File: config.mk
export PLATFORM = sky130hd
export DESIGN_NAME = regfile_dump_reader
export DESIGN_NICKNAME = d
export VERILOG_FILES = /design/src/rtl/regfile_dump_pkg.sv /design/src/rtl/regfile_dump_reader.sv
export SDC_FILE = /design/constraint.sdc
export NUM_CORES = 1
export LEC_CHECK = 0
export CAP_MARGIN = 20
export CORE_MARGIN = 5
export CORE_UTILIZATION = 40
export DETAILED_ROUTE_END_ITERATION = 8
export DONT_BUFFER_PORTS = 1
export PLACE_DENSITY = 0.51
export SLEW_MARGIN = 20
export SYNTH_ARGS = -nofsm -noshare
export SYNTH_HDL_FRONTEND = slang
export SYNTH_SLANG_ARGS = --single-unit
File: constraint.sdc
create_clock -name Clk -period 1.45 [get_ports Clk]
set_input_delay 0.29 -clock Clk [delete_from_list [all_inputs] [get_ports Clk]]
set_output_delay 0.29 -clock Clk [all_outputs]
set_load 0.02 [all_outputs]
File: src/rtl/regfile_dump_pkg.sv
// Shared types and constants for the register-file dump reader.
// Kept in a package so the reader and its bench agree on states and latency.
package regfile_dump_pkg;

  typedef enum logic [1:0] {
    DS_IDLE,
    DS_FETCH,
    DS_PRESENT
  } dump_state_t;

  // Cycles spent reading the register file before a beat is presented.
  localparam int DUMP_FETCH_LAT = 1;

endpackage

File: src/rtl/regfile_dump_reader.sv
// Walks every register once the core halts and streams the contents out
// on a valid/ready channel, one beat per register address.
module regfile_dump_reader
  import regfile_dump_pkg::*;
#(
  parameter int W = 8,
  parameter int D = 4
) (
  input  logic         Clk,
  input  logic         Reset,
  input  logic         Done_in,
  input  logic         Zero_in,
  input  logic         DumpReq,
  output logic [D-1:0] Raddr,
  input  logic [W-1:0] RdData,
  output logic [W-1:0] DumpData,
  output logic [D-1:0] DumpAddr,
  output logic         DumpValid,
  input  logic         DumpReady,
  output logic         DumpLast,
  output logic         DumpZero,
  output logic         Busy
);

  localparam logic [D-1:0] LAST_ADDR = '1;

  dump_state_t  state_q;
  logic [D-1:0] raddr_q;
  logic [W-1:0] data_q;
  logic [D-1:0] addr_q;
  logic         valid_q;
  logic         last_q;
  logic         zero_q;
  logic         busy_q;
  logic         done_q;

  logic         trigger_d;
  logic [D-1:0] raddr_d;

  // A halt edge starts a dump; an explicit request only counts while halted.
  assign trigger_d = (Done_in & ~done_q) | (DumpReq & Done_in);
  assign raddr_d   = raddr_q + D'(1);

  always_ff @(posedge Clk) begin
    if (Reset) begin
      state_q <= DS_IDLE;
      raddr_q <= '0;
      data_q  <= '0;
      addr_q  <= '0;
      valid_q <= 1'b0;
      last_q  <= 1'b0;
      zero_q  <= 1'b0;
      busy_q  <= 1'b0;
      done_q  <= 1'b1;
    end else begin
      done_q <= Done_in;
      case (state_q)
        DS_IDLE: begin
          if (trigger_d) begin
            raddr_q <= '0;
            busy_q  <= 1'b1;
            zero_q  <= Zero_in;
            state_q <= DS_FETCH;
          end
        end
        DS_FETCH: begin
          if (!Done_in) begin
            valid_q <= 1'b0;
            last_q  <= 1'b0;
            busy_q  <= 1'b0;
            raddr_q <= '0;
            state_q <= DS_IDLE;
          end else begin
            data_q  <= RdData;
            addr_q  <= raddr_q;
            valid_q <= 1'b1;
            last_q  <= (raddr_q == LAST_ADDR);
            state_q <= DS_PRESENT;
          end
        end
        DS_PRESENT: begin
          // A restarted core wins over a handshake in the same cycle.
          if (!Done_in) begin
            valid_q <= 1'b0;
            last_q  <= 1'b0;
            busy_q  <= 1'b0;
            raddr_q <= '0;
            state_q <= DS_IDLE;
          end else if (DumpReady) begin
            valid_q <= 1'b0;
            if (last_q) begin
              last_q  <= 1'b0;
              busy_q  <= 1'b0;
              raddr_q <= '0;
              state_q <= DS_IDLE;
            end else begin
              raddr_q <= raddr_d;
              state_q <= DS_FETCH;
            end
          end
        end
        default: begin
          valid_q <= 1'b0;
          last_q  <= 1'b0;
          busy_q  <= 1'b0;
          raddr_q <= '0;
          state_q <= DS_IDLE;
        end
      endcase
    end
  end

  assign Raddr     = raddr_q;
  assign DumpData  = data_q;
  assign DumpAddr  = addr_q;
  assign DumpValid = valid_q;
  assign DumpLast  = last_q;
  assign DumpZero  = zero_q;
  assign Busy      = busy_q;

endmodule

==> impl.org, run 1 <==
** Yosys
- The number of nets in the synthesized netlist is 126.
- Post-synth design cell area :: 932 sq um
- Main area contributors after synthesis :: sky130_fd_sc_hd__dfxtp_1 49%, sky130_fd_sc_hd__nand2_1 11%, sky130_fd_sc_hd__a21oi_1 11%, sky130_fd_sc_hd__nand2b_1 2.7%, sky130_fd_sc_hd__o31ai_1 2.4%
- The average instance in the mapped netlist occupies 8.40 sq um.
- The synthesized design devotes to its leading area cell type 49.4% of total area.
- Most area-hungry cell type in the Yosys netlist :: sky130_fd_sc_hd__dfxtp_1
- After synthesis the netlist holds a flip-flop and latch count of 23.
- Yosys printed 0 warnings.
- Gate count after technology mapping :: between 100 and 150
- The share of the Yosys chip area taken by registers is 49.4%.
- Unique cell type count in the Yosys netlist :: 30

** Route
- Remaining number of nets flagged by the antenna check after routing :: 0
- For this run, design rule violations remaining after detail routing come to 0.
- Summing over every cut layer, the via total after detailed routing is around 770.
- The detailed router finished its first iteration with 40 violations.
- The first detailed-routing pass ran for 4 iterations.
- Final Routed Wirelength :: 2130 um
- In the routed layout, each cell is associated on average with a via count of 5.37.
- Wire per inst :: roughly 15 um

** Global routing
- For this run the aggregate overflow at the end of global routing stands at 0.
- Entering global routing, the biggest net connects 23 pins.
- Overall global routing resource usage :: a little over an eighth
- The first global-routing pass estimated 3450 um of wire.
- The number of antenna violations at the first check in global routing came to 0.
- Via count of the first global-routing pass :: about 730

** Floorplanning
- The core region is 2210 sq um.
- The die covers 3400 sq um.
- Pin placement for this block handled 34 I/O pins.
- In this run the core area contains 17 standard-cell rows.
- Die boundary height :: between 50 and 60 um
- In this run the horizontal extent of the chip is about 58 um.
- Once the floorplan was initialized, standard cells occupied 42.1% of the core.

** Timing
- Post-layout minimum cycle time :: about 1.4 ns
- Setup repair after global routing left no endpoint under its margin.
- Hold Fails Final Rpt :: 0
- Measured against its own limit, the worst slew margin works out to between 60 and 70%.
- Final period utilization :: 93.8%
- At the pin with the least slew margin, the transition time is 0.459 ns.
- Final setup viols :: 0
- On the final layout, the worst clock skew is 0.00524 ns.
- Maximum clock rate :: 735 MHz
- Total Negative Setup Slacks :: 0 ns
- The number of max-slew violations in the final report was 0.

** Worst hold path
- Counting instances, the worst hold path has a depth of 1.
- The path class of the tightest hold or removal check is primary input to flip-flop.

** Placement
- After detailed placement, the total cell area comes to between 900 and 1000 sq um.
- PortBufs :: 0
- The number of placed instances, taps included, is 138.
- The congestion estimate from routability-driven global placement came to 0.793.
- Post-DP HPWL :: 1530 um

** Clock tree
- Clock-pin slew was measured on the worst setup and hold paths at 0.13 ns.
- CTS H-Tree Depth :: 1
- For this design, the sink count on the clock tree is 23.
- TritonCTS built the clock tree.
- The longest clock path from root to sink contains 2 buffers.
- TritonCTS created 3 clock buffers.
- Clock Tree Root :: sky130_fd_sc_hd__clkbuf_4
- Source-to-sink clock delay at the later pin of the worst-skew pair :: between 0.3 and 0.4 ns
- Hold_buf cts :: 0

** Setup path
- The worst register-to-register path has a depth of 4.
- Data arrives at the worst endpoint at 1.62 ns.
- Endpoint class of the critical path :: flip-flop
- Critical path peak fanout :: 9
- By startpoint and endpoint, the worst setup path is classified as flip-flop to flip-flop.
- Critical Path RT :: 1.71 ns
- Kind of start point of the critical path :: flip-flop

** Layout
- Antenna diode instance count :: 0
- Area Overhead vs Synth :: 8.46%
- Post-Layout Cell Count :: 143
- Fill cells in the final layout number roughly 240.
- Cell area after layout :: 1010 sq um
- The post-route netlist has 13.0% of its cells at a drive strength greater than 1.
- Net count, final :: 131

** Power and ir drop
- IR analysis of the VDD net gives a maximum drop of 0.646 mV.
- In this run the power density over the cells is 1010 nW/um^2.
- Leakage power of the design :: about 0.37 nW

** Run
- Max-capacitance violation count :: 0

** Outcome
- The run finished with clean final reports.
[worst max-delay path, cell delays in order (launching register included)]
cell and delay (ns):
sky130_fd_sc_hd__dfxtp_1 0.40, sky130_fd_sc_hd__and4bb_2 0.36, sky130_fd_sc_hd__nand2_1 0.08, sky130_fd_sc_hd__or3_1 0.34, sky130_fd_sc_hd__a21oi_1 0.13
[flip-flops by register name, summed over array words and instances (netlist names)]
name	cells
DumpAddr	4
DumpZero	1
DumpValid	1
DumpLast	1
Busy	1
Raddr	4
state_q	2
done_q	1
DumpData	8
[timing repair]
item,CTS,global route
gates resized for setup,0,2
endpoints found under the setup margin,0,7
buffers inserted,0,1
[stage by stage]
| stage | util (%) | setup slack (ns) | hold slack [ns] | power, mW |
|---|---|---|---|---|
| after floorplan | - | 0.129 | 0.397 | 0.734 |
| after global placement | 44.0 | 0.115 | 0.362 | 0.735 |
| after detailed placement | 44.0 | 0.0846 | 0.364 | 0.737 |
| after CTS | 45.2 | 0.0496 | 0.0162 | 1.03 |
| after global routing | 45.7 | 0.0161 | 0.00306 | 1.07 |
| final | 45.7 | 0.0900 | 0.0294 | 1.03 |
[where the power goes]
part	total [mW]	internal [mW]	switching, mW
Combinational	0.0532	0.0222	0.0310
Clock	0.302	0.103	0.199
Sequential	0.670	0.646	0.0241
Total	1.03	0.772	0.254
[final cells by class]
type,instances,area (sq um),area share [%]
Sequential cell,23,462,45.7
Multi-Input combinational cell,81,438,43.3
Timing Repair Buffer,6,45.0,4.46
Tap cell,28,35.0,3.47
Clock buffer,3,22.5,2.23
Clock inverter,1,5.00,0.495
Inverter,1,3.75,0.371
[cells by family (layout without fill, tap and decap cells)]
kind of cell / count (synthesis) / after routing / synth area share (%)
AOI/OAI and AO/OA: 29 / 29 / 18.3
adders and majority gates: 1 / 1 / 1.34
and+or+nand+nor: 50 / 50 / 26.2
DFF: 23 / 23 / 49.4
muxes: 1 / 1 / 1.07
buffers and inverters: 7 / 11 / 3.76
[Yosys cell counts]
| cell | number |
|---|---|
| sky130_fd_sc_hd__o21ai_0 | 1 |
| sky130_fd_sc_hd__buf_6 | 1 |
| sky130_fd_sc_hd__o21a_1 | 1 |
| sky130_fd_sc_hd__nand4_1 | 1 |
| sky130_fd_sc_hd__ha_1 | 1 |
| sky130_fd_sc_hd__or3_1 | 1 |
| sky130_fd_sc_hd__nor3_1 | 1 |
| sky130_fd_sc_hd__a211oi_2 | 1 |
| sky130_fd_sc_hd__dfxtp_1 | 23 |
| sky130_fd_sc_hd__o21ai_1 | 1 |
| sky130_fd_sc_hd__nand2b_1 | 4 |
| sky130_fd_sc_hd__nand4b_1 | 2 |
| sky130_fd_sc_hd__inv_1 | 1 |
| sky130_fd_sc_hd__nand3_1 | 1 |
| sky130_fd_sc_hd__a211oi_1 | 1 |
| sky130_fd_sc_hd__nor2_1 | 4 |
| sky130_fd_sc_hd__or2_2 | 1 |
| sky130_fd_sc_hd__mux2i_1 | 1 |
| sky130_fd_sc_hd__buf_2 | 1 |
| sky130_fd_sc_hd__nor2b_1 | 1 |
| sky130_fd_sc_hd__and4bb_2 | 1 |
| sky130_fd_sc_hd__nand3b_1 | 2 |
| sky130_fd_sc_hd__o21ba_1 | 1 |
| sky130_fd_sc_hd__a21oi_1 | 20 |
| sky130_fd_sc_hd__and3_1 | 1 |
| sky130_fd_sc_hd__or2_0 | 1 |
| sky130_fd_sc_hd__nand2_1 | 28 |
| sky130_fd_sc_hd__clkbuf_1 | 4 |
| sky130_fd_sc_hd__and2_1 | 1 |
| sky130_fd_sc_hd__o31ai_1 | 3 |
[path summary, 6_finish.rpt]
path	endpoint	slack [ns]	start
worst min-delay path	Raddr[3]	0.03	Reset
worst max-delay path	Raddr[3]	0.09	state_q[0]
worst max register to register	Raddr[3]	0.09	state_q[0]
worst min register to register	DumpData[4]	0.56	DumpData[4]
[layout by cell type, fill, tap and decap left out, types with 2 or more instances in the layout]
| master | instances |
|---|---|
| sky130_fd_sc_hd__nor2_1 | 4 |
| sky130_fd_sc_hd__nand3b_1 | 2 |
| sky130_fd_sc_hd__nand2_1 | 28 |
| sky130_fd_sc_hd__clkbuf_4 | 3 |
| sky130_fd_sc_hd__a21oi_1 | 20 |
| sky130_fd_sc_hd__nand2b_1 | 4 |
| sky130_fd_sc_hd__dfxtp_1 | 22 |
| sky130_fd_sc_hd__o31ai_1 | 3 |
| sky130_fd_sc_hd__nand4b_1 | 2 |
| sky130_fd_sc_hd__buf_4 | 6 |
[routing by layer]
| metal | wire length [um] | part of all wire (%) | global-route usage, % |
|---|---|---|---|
| met5 | 0 | 0 | 0 |
| met4 | 14 | 0.66 | 5.96 |
| met3 | 215 | 10 | 4.45 |
| met2 | 925 | 44 | 19.1 |
| met1 | 970 | 46 | 17.0 |
(Power assumes the default switching activity.)
==> run 2, diff against run 1 <==
--- a/config.mk
+++ b/config.mk
@@ -6,6 +6,7 @@
 export NUM_CORES = 1
 export LEC_CHECK = 0
 export CAP_MARGIN = 20
+export CORE_ASPECT_RATIO = 1.2
 export CORE_MARGIN = 5
 export CORE_UTILIZATION = 40
 export DETAILED_ROUTE_END_ITERATION = 8
==> impl.org, run 2 (synthesis gave the netlist of run 1 again) <==
** Power and ir drop
- Power per standard cell area :: 993 nW/um^2 (-2.1%)
- Largest voltage drop on the vdd net :: 0.633 mV (-2.0%)
- The leakage power came to 0.373 nW (+1.2%).

** Placement
- The total cell area at the placement stage is 977 sq um (+0.39%).
- The weighted congestion at the end of routability-driven global placement came to 0.829 (+4.6%).
- The number of input and output port buffers inserted came to 0 (unchanged).
- The cell count after placement is 141 (+2.2%).
- Post-DP HPWL :: 1550 um (+1.2%)

** Clock tree
- The deepest clock path buffer count was 2 (unchanged).
- TritonCTS built the clock tree.
- The number of H-tree levels was 1 (unchanged).
- The cell sitting at the root of the clock tree is a sky130_fd_sc_hd__clkbuf_4.
- The clock transition at the registers of the reported paths came to 0.13 ns (about the same).
- Inserted Clock Buffers :: 3 (unchanged)
- The source-to-sink clock delay at the later pin of the worst-skew pair is 0.31 ns (about the same).
- The number of clock sinks seen by CTS is 23 (unchanged).

** Floorplanning
- Number of top-level design ports :: 34 (unchanged)
- Starting Density :: 41.3% (-0.86 points)
- Die Width :: 54.1 um (-7.2%)
- The full die area came to 3400 sq um (+0.11%).
- The number of core rows was 19 (+2).
- Standard cell core area :: 2260 sq um (+2.1%)
- The vertical die dimension came to 62.9 um (+7.9%).

** Timing
- Worst slew margin relative to its limit :: 69.3% (about the same)
- The highest achievable clock rate was 731 MHz (-0.52%).
- The number of endpoints with negative hold slack in the final report is 0 (unchanged).
- The final setup violation count came to 0 (unchanged).
- The worst setup skew after layout is 0.00788 ns (+0.00264 ns).
- Setup repair after global routing left no endpoint under its margin.
- Final period utilization :: 94.3% (+0.49 points)
- The actual slew at the worst max-slew pin was 0.460 ns (+0.000619 ns).
- Count of final max-slew check failures :: 0 (unchanged)
- The total negative slack is 0 ns (unchanged).
- Post-layout minimum cycle time :: 1.37 ns (+0.00707 ns)

** Global routing
- Wire length of the first global-routing pass :: 3440 um (-0.41%)
- The overall overflow remaining after global route came to 0 (unchanged).
- Overall global routing resource usage :: 13.5% (+0.51 points)
- Pin count of the biggest net entering global routing :: 23 (unchanged)
- Via count of the first global-routing pass :: 732 (+0.14%)
- Initial antenna violation count :: 0 (unchanged)

** Setup path
- In this run the worst setup path begins at state_q[0].
- The worst setup path is launched from a flip-flop.
- The critical path is of the flip-flop to flip-flop type.
- Critical Path RT :: 1.70 ns (about the same)
- The maximum fanout encountered on the critical timing path is 9 (unchanged).
- Endpoint class of the critical path :: flip-flop
- Startpoint of the lowest-slack register-to-register path :: state_q[0]
- The data arrival time of the critical path was 1.62 ns (about the same).

** Layout
- The final net count is 132 (+0.76%).
- The number of non-filler instances in the completed layout was 147 (+2.8%).
- Storage cell area :: 463 sq um (+0.27%)
- Area occupied by multi-input gates :: 438 sq um (unchanged)
- Cell area after layout :: 1030 sq um (+1.5%)
- Area Overhead vs Synth :: 10.1%
- Antenna diode instance count :: 0 (unchanged)
- Number of flip-flops in the largest register :: 8 (unchanged)
- Commonest non-fill, non-tap cell in the layout :: sky130_fd_sc_hd__nand2_1
- In the layout the commonest cells are 28 x sky130_fd_sc_hd__nand2_1, 21 x sky130_fd_sc_hd__dfxtp_1, 20 x sky130_fd_sc_hd__a21oi_1.
- The fraction of final layout cells sized beyond drive strength 1 was 13.8% (+0.75 points).
- The fill cell total of the finished layout came to 231 (-1.7%).

** Worst hold path
- In this run the most critical hold path is launched from Reset.
- In this run the worst hold path is classified as primary input to flip-flop.

** Route
- 1st-pass router iterations :: 4 (unchanged)
- The remaining number of nets flagged by the antenna check after routing is 0 (unchanged).
- The vias after detailed routing came to 764 (-0.52%).
- The final routed DRC violation total was 0 (unchanged).
- The iteration-0 DRC count of the detailed router came to 9 (-78%).
- The detailed-route wire length per cell was 14.7 um (-1.2%).
- The routed wire length came to 2160 um (+1.6%).
- The number of vias per cell came to 5.20 (-3.2%).

** Outcome
- Status :: completed

** Run
- The number of max-cap violations is 0 (unchanged).
[run 2: cell count changes in the layout (fill, tap and decap cells not counted), sizes merged]
cell,previous run,this run
dlygate4sd3,0,1
[run 2: report_power, final]
group	switching, mW	leakage [nW]	internal [mW]
Sequential	0.0239	0.187	0.647
Combinational	0.0321	0.168	0.0241
Clock	0.189	0.0177	0.103
Total	0.245	0.373	0.774
[run 2: worst paths after layout]
path                                    to  depth (start not counted)  slack [ns]
worst min-delay path                  Busy                          1        0.03
worst max-delay path              Raddr[3]                          4        0.08
worst min register to register  state_q[0]                          1        0.51
worst max register to register    Raddr[3]                          4        0.08
[run 2: layout make-up]
| type | instances | area share, % |
|---|---|---|
| clock inverter | 1 | 0.488 |
| timing repair buffer | 7 | 5.37 |
| clock buffer | 3 | 2.20 |
| sequential | 23 | 45.1 |
| multi-input combinational | 81 | 42.7 |
| inverter | 1 | 0.366 |
| tap | 31 | 3.78 |
[run 2: per-layer routing]
metal	track usage, %	part of all wire, %
met4	6.54	0.83
met5	0	0
met2	21.5	49
met3	4.06	7.7
met1	15.9	42
[run 2: critical path, cell delays in order (launching register included)]
cell and delay, ns:
sky130_fd_sc_hd__dfxtp_2 0.38, sky130_fd_sc_hd__and4bb_2 0.36, sky130_fd_sc_hd__nand2_1 0.08, sky130_fd_sc_hd__or3_1 0.35, sky130_fd_sc_hd__a21oi_1 0.14
[run 2: per-stage QoR]
step / util [%] / hold slack [ns] / power [mW] / worst slack (ns)
after detailed placement: 43.3 / 0.363 / 0.738 / 0.0487
after floorplan: - / 0.397 / 0.734 / 0.129
final: 45.4 / 0.0282 / 1.02 / 0.0829
after global placement: 43.3 / 0.363 / 0.736 / 0.125
after CTS: 44.5 / 0.0153 / 1.03 / 0.00777
after global routing: 45.4 / 0.000551 / 1.07 / 0.0168
[run 2: timing repair]
item | CTS | global route
resized for setup | 0 | 3
endpoints found under the hold margin | 0 | 2
setup endpoints to repair | 0 | 13
setup buffers | 0 | 1
hold buffers | 0 | 1
==> run 3, diff against run 2 <==
--- a/config.mk
+++ b/config.mk
@@ -5,6 +5,7 @@
 export SDC_FILE = /design/constraint.sdc
 export NUM_CORES = 1
 export LEC_CHECK = 0
+export ABC_AREA = 1
 export CAP_MARGIN = 20
 export CORE_ASPECT_RATIO = 1.2
 export CORE_MARGIN = 5
==> impl.org, run 3 <==
** Timing
- The number of endpoints with negative hold slack in the final report is 0 (unchanged).
- The highest achievable clock rate was 792 MHz (+8.3%).
- Post-layout minimum cycle time :: 1.26 ns (-0.105 ns)
- Final setup viols :: 0 (unchanged)
- Transition at the pin with the smallest max-transition slack :: 0.419 ns (-0.0406 ns)
- Clk_skew :: 0.00216 ns (-0.00572 ns)
- Final period utilization :: 87.0% (-7.2 points)
- The worst slew margin relative to its limit was 72.0% (+2.7 points).
- The number of max-slew violations in the final report came to 0 (unchanged).
- Total Negative Setup Slacks :: 0 ns (unchanged)
- Setup repair after global routing left no endpoint under its margin.
- The final hold slack was 0.0309 ns (+0.00272 ns).

** Worst hold path
- Hold WC Path Type :: primary input to flip-flop

** Yosys
- The unique cell type count in the Yosys netlist was 16 (-47%).
- The top cell type's share of synthesized area was 47.5% (-1.9 points).
- The fraction of synthesis flops using an asynchronous set or reset pin came to 0% (unchanged).
- The number of nets in the synthesized netlist was 154 (+22%).
- Post-synth design cell area :: 968 sq um (+3.9%)
- Most used flip-flop cell after synthesis :: sky130_fd_sc_hd__dfxtp_1
- Gate count after technology mapping :: 139 (+25%)
- Main area contributors after synthesis :: sky130_fd_sc_hd__dfxtp_1 48%, sky130_fd_sc_hd__nand2_1 13%, sky130_fd_sc_hd__nor2_1 12%, sky130_fd_sc_hd__o21ai_0 6.2%, sky130_fd_sc_hd__inv_1 5.0%
- Syn avg cell area :: 6.97 sq um (-17%)
- The sequential-to-total area share from yosys stat came to 47.5% (-1.9 points).
- Synth top cells by count :: 33 x sky130_fd_sc_hd__nand2_1, 31 x sky130_fd_sc_hd__nor2_1, 23 x sky130_fd_sc_hd__dfxtp_1
- Yosys warning count :: 0 (unchanged)
- By instance count, the leading cell after synthesis is sky130_fd_sc_hd__nand2_1.
- Number of enable-type register cells in the synthesized netlist :: 0 (unchanged)
- Of all cell types, the one taking the most synthesized area is sky130_fd_sc_hd__dfxtp_1.
- The flop and latch count out of synthesis came to 23 (unchanged).

** Power and ir drop
- The leakage power was 0.458 nW (+23%).
- Largest voltage drop on the vdd net :: 0.625 mV (-1.3%)
- The net switching power of the design came to 0.374 mW (+53%).
- Combinational share of power :: 15.3% (+9.8 points)
- The power density normalized to cell area was 1160 nW/um^2 (+16%).
- The portion of total power attributed to sequential cells is 60.8% (-5.0 points).
- The cell-internal power came to 0.853 mW (+10%).
- Switching power share of the total :: 30.5% (+6.5 points)
- The post-route total power is 1.23 mW (+20%).
- Clock share of power :: 23.9% (-4.8 points)

** Layout
- Highest-count cells in the layout ignoring fill and taps :: 33 x sky130_fd_sc_hd__nand2_1, 31 x sky130_fd_sc_hd__nor2_1, 23 x sky130_fd_sc_hd__dfxtp_1
- Commonest non-fill, non-tap cell in the layout :: sky130_fd_sc_hd__nand2_1
- The final net count is 161 (+22%).
- From synthesis to final layout, the design area changed by 9.56%.
- Cell area after layout :: 1060 sq um (+3.4%)
- The fill cell total of the finished layout is 250 (+8.2%).
- The number of flip-flops under the largest register name was 8 (unchanged).
- Area occupied by multi-input gates :: 438 sq um (unchanged)
- Share of layout cells above drive strength 1 :: 9.66% (-4.1 points)
- Storage cell area :: 460 sq um (-0.54%)
- Antenna diode instance count :: 0 (unchanged)

** Floorplanning
- The number of I/O pins was 34 (unchanged).
- The width of the chip was 54.9 um (+1.6%).
- Starting Density :: 42.0% (+0.72 points)
- The area of the core came to 2310 sq um (+2.1%).
- The number of core rows is 19 (unchanged).
- Die boundary height :: 63.9 um (+1.6%)
- Die Footprint :: 3510 sq um (+3.2%)

** Clock tree
- The number of setup buffers added after CTS came to 0 (unchanged).
- Clock Tree Root :: sky130_fd_sc_hd__clkbuf_4
- The deepest clock path buffer count came to 2 (unchanged).
- The number of H-tree levels came to 1 (unchanged).
- The number of clock sinks seen by CTS was 23 (unchanged).
- The source-to-sink clock delay at the later pin of the worst-skew pair was 0.30 ns (about the same).
- CTS resizes :: 0 (unchanged)
- CTS tree :: yes
- The clock transition at the registers of the reported paths was 0.12 ns (about the same).
- Hold_buf cts :: 0 (unchanged)
- Inserted Clock Buffers :: 3 (unchanged)

** Route
- Remaining design rule violation count :: 0 (unchanged)
- Number of vias per cell :: 4.69 (-9.8%)
- The iteration-0 DRC count of the detailed router came to 15 (+6).
- Vias :: 825 (+8.0%)
- Wire per inst :: 12.5 um (-15%)
- 1st-pass router iterations :: 4 (unchanged)
- Final Routed Wirelength :: 2200 um (+2.0%)
- The remaining number of nets flagged by the antenna check after routing was 0 (unchanged).

** Setup path
- STA classifies the critical path startpoint as a flip-flop.
- Cells along the critical path :: inv_2, nand3_1, nand2_1, nor2_2, nand2_1, nand2_1, nor2_1
- Endpoint class of the critical path :: flip-flop
- Critical Path RT :: 1.66 ns (-0.04 ns)
- Critical path peak fanout :: 4 (-5)
- The worst setup path is of the flip-flop to flip-flop kind.
- In this design, the critical path's most frequently occurring cell is sky130_fd_sc_hd__nand2_1.
- The delay contributed by the slowest stage of the critical path is 0.47 ns (+0.09 ns).
- On the critical path, the stage with the largest delay is an instance of sky130_fd_sc_hd__dfxtp_1.
- Data arrival time of the worst path :: 1.48 ns (-0.14 ns)

** Global routing
- The first-pass GRT wire length came to 3430 um (-0.20%).
- The number of antenna violations at the first check in global routing was 0 (unchanged).
- The overall overflow remaining after global route is 0 (unchanged).
- The maximum number of pins on one net before global-route repair was 16 (-30%).
- Via count of the first global-routing pass :: 734 (+0.27%)
- Overall global routing resource usage :: 13.2% (-0.36 points)

** Placement
- PortBufs :: 0 (unchanged)
- The weighted congestion at the end of routability-driven global placement is 0.829 (about the same).
- The HPWL after detailed placement is 1690 um (+9.5%).
- Instance area after placement :: 1030 sq um (+5.9%)

** Outcome
- Status :: completed

** Run
- Max-capacitance violation count :: 0 (unchanged)
[run 3: path summary, 6_finish.rpt]
path / from / to / slack, ns / cells after the start
worst max-delay path: state_q[1] / Raddr[1] / 0.19 / 7
worst max register to register: state_q[1] / Raddr[1] / 0.19 / 7
worst min-delay path: Reset / DumpLast / 0.03 / 1
worst min register to register: Raddr[2] / DumpAddr[2] / 0.52 / 2
[run 3: final cells by class]
class                   count  area share [%]
well taps                  31            3.66
inverters                  14            4.95
flip-flops and latches     23            43.4
clock buffers               4            2.48
repair buffers              6            4.25
multi-input cells          98            41.3
[run 3: logic make-up (layout without fill, tap and decap cells)]
group,after synthesis,after routing,share of synthesized area [%]
buffers and inverters,18,24,7.24
AND/OR/NAND/NOR,75,75,32.0
flip-flops,23,23,47.5
AO/OA/AOI/OAI,22,22,11.9
adder cells (fa/ha/maj),1,1,1.29
[run 3: layer usage]
| layer | GRT usage, % | up-vias | wire, um |
|---|---|---|---|
| li1 | - | 450 | - |
| met1 | 14.7 | 355 | 903 |
| met2 | 22.9 | 18 | 1140 |
| met3 | 2.33 | 2 | 142 |
| met4 | 6.38 | 0 | 18 |
| met5 | 0 | - | 0 |
[run 3: metrics by stage]
stage	util [%]	setup slack (ns)	std cells
after floorplan	-	0.307	139
after global placement	44.9	0.214	172
after detailed placement	44.9	0.197	172
after CTS	46.0	0.180	176
after global routing	46.0	0.0615	176
final	46.0	0.188	176
[run 3: critical path, delay by kind of cell, from the launching register on]
family                 cells  cell delay (ns)
buffers and inverters      1             0.07
and+or+nand+nor            6             0.65
DFF                        1             0.47
[run 3: power by group through the flow]
| stage | Sequential, mW | Combinational (mW) | Clock (mW) |
|---|---|---|---|
| floorplan | 0.765 | 0.141 | 0 |
| global placement | 0.761 | 0.189 | 0 |
| detailed placement | 0.762 | 0.190 | 0 |
| CTS | 0.748 | 0.190 | 0.313 |
| global route | 0.752 | 0.217 | 0.340 |
| finish | 0.746 | 0.187 | 0.294 |
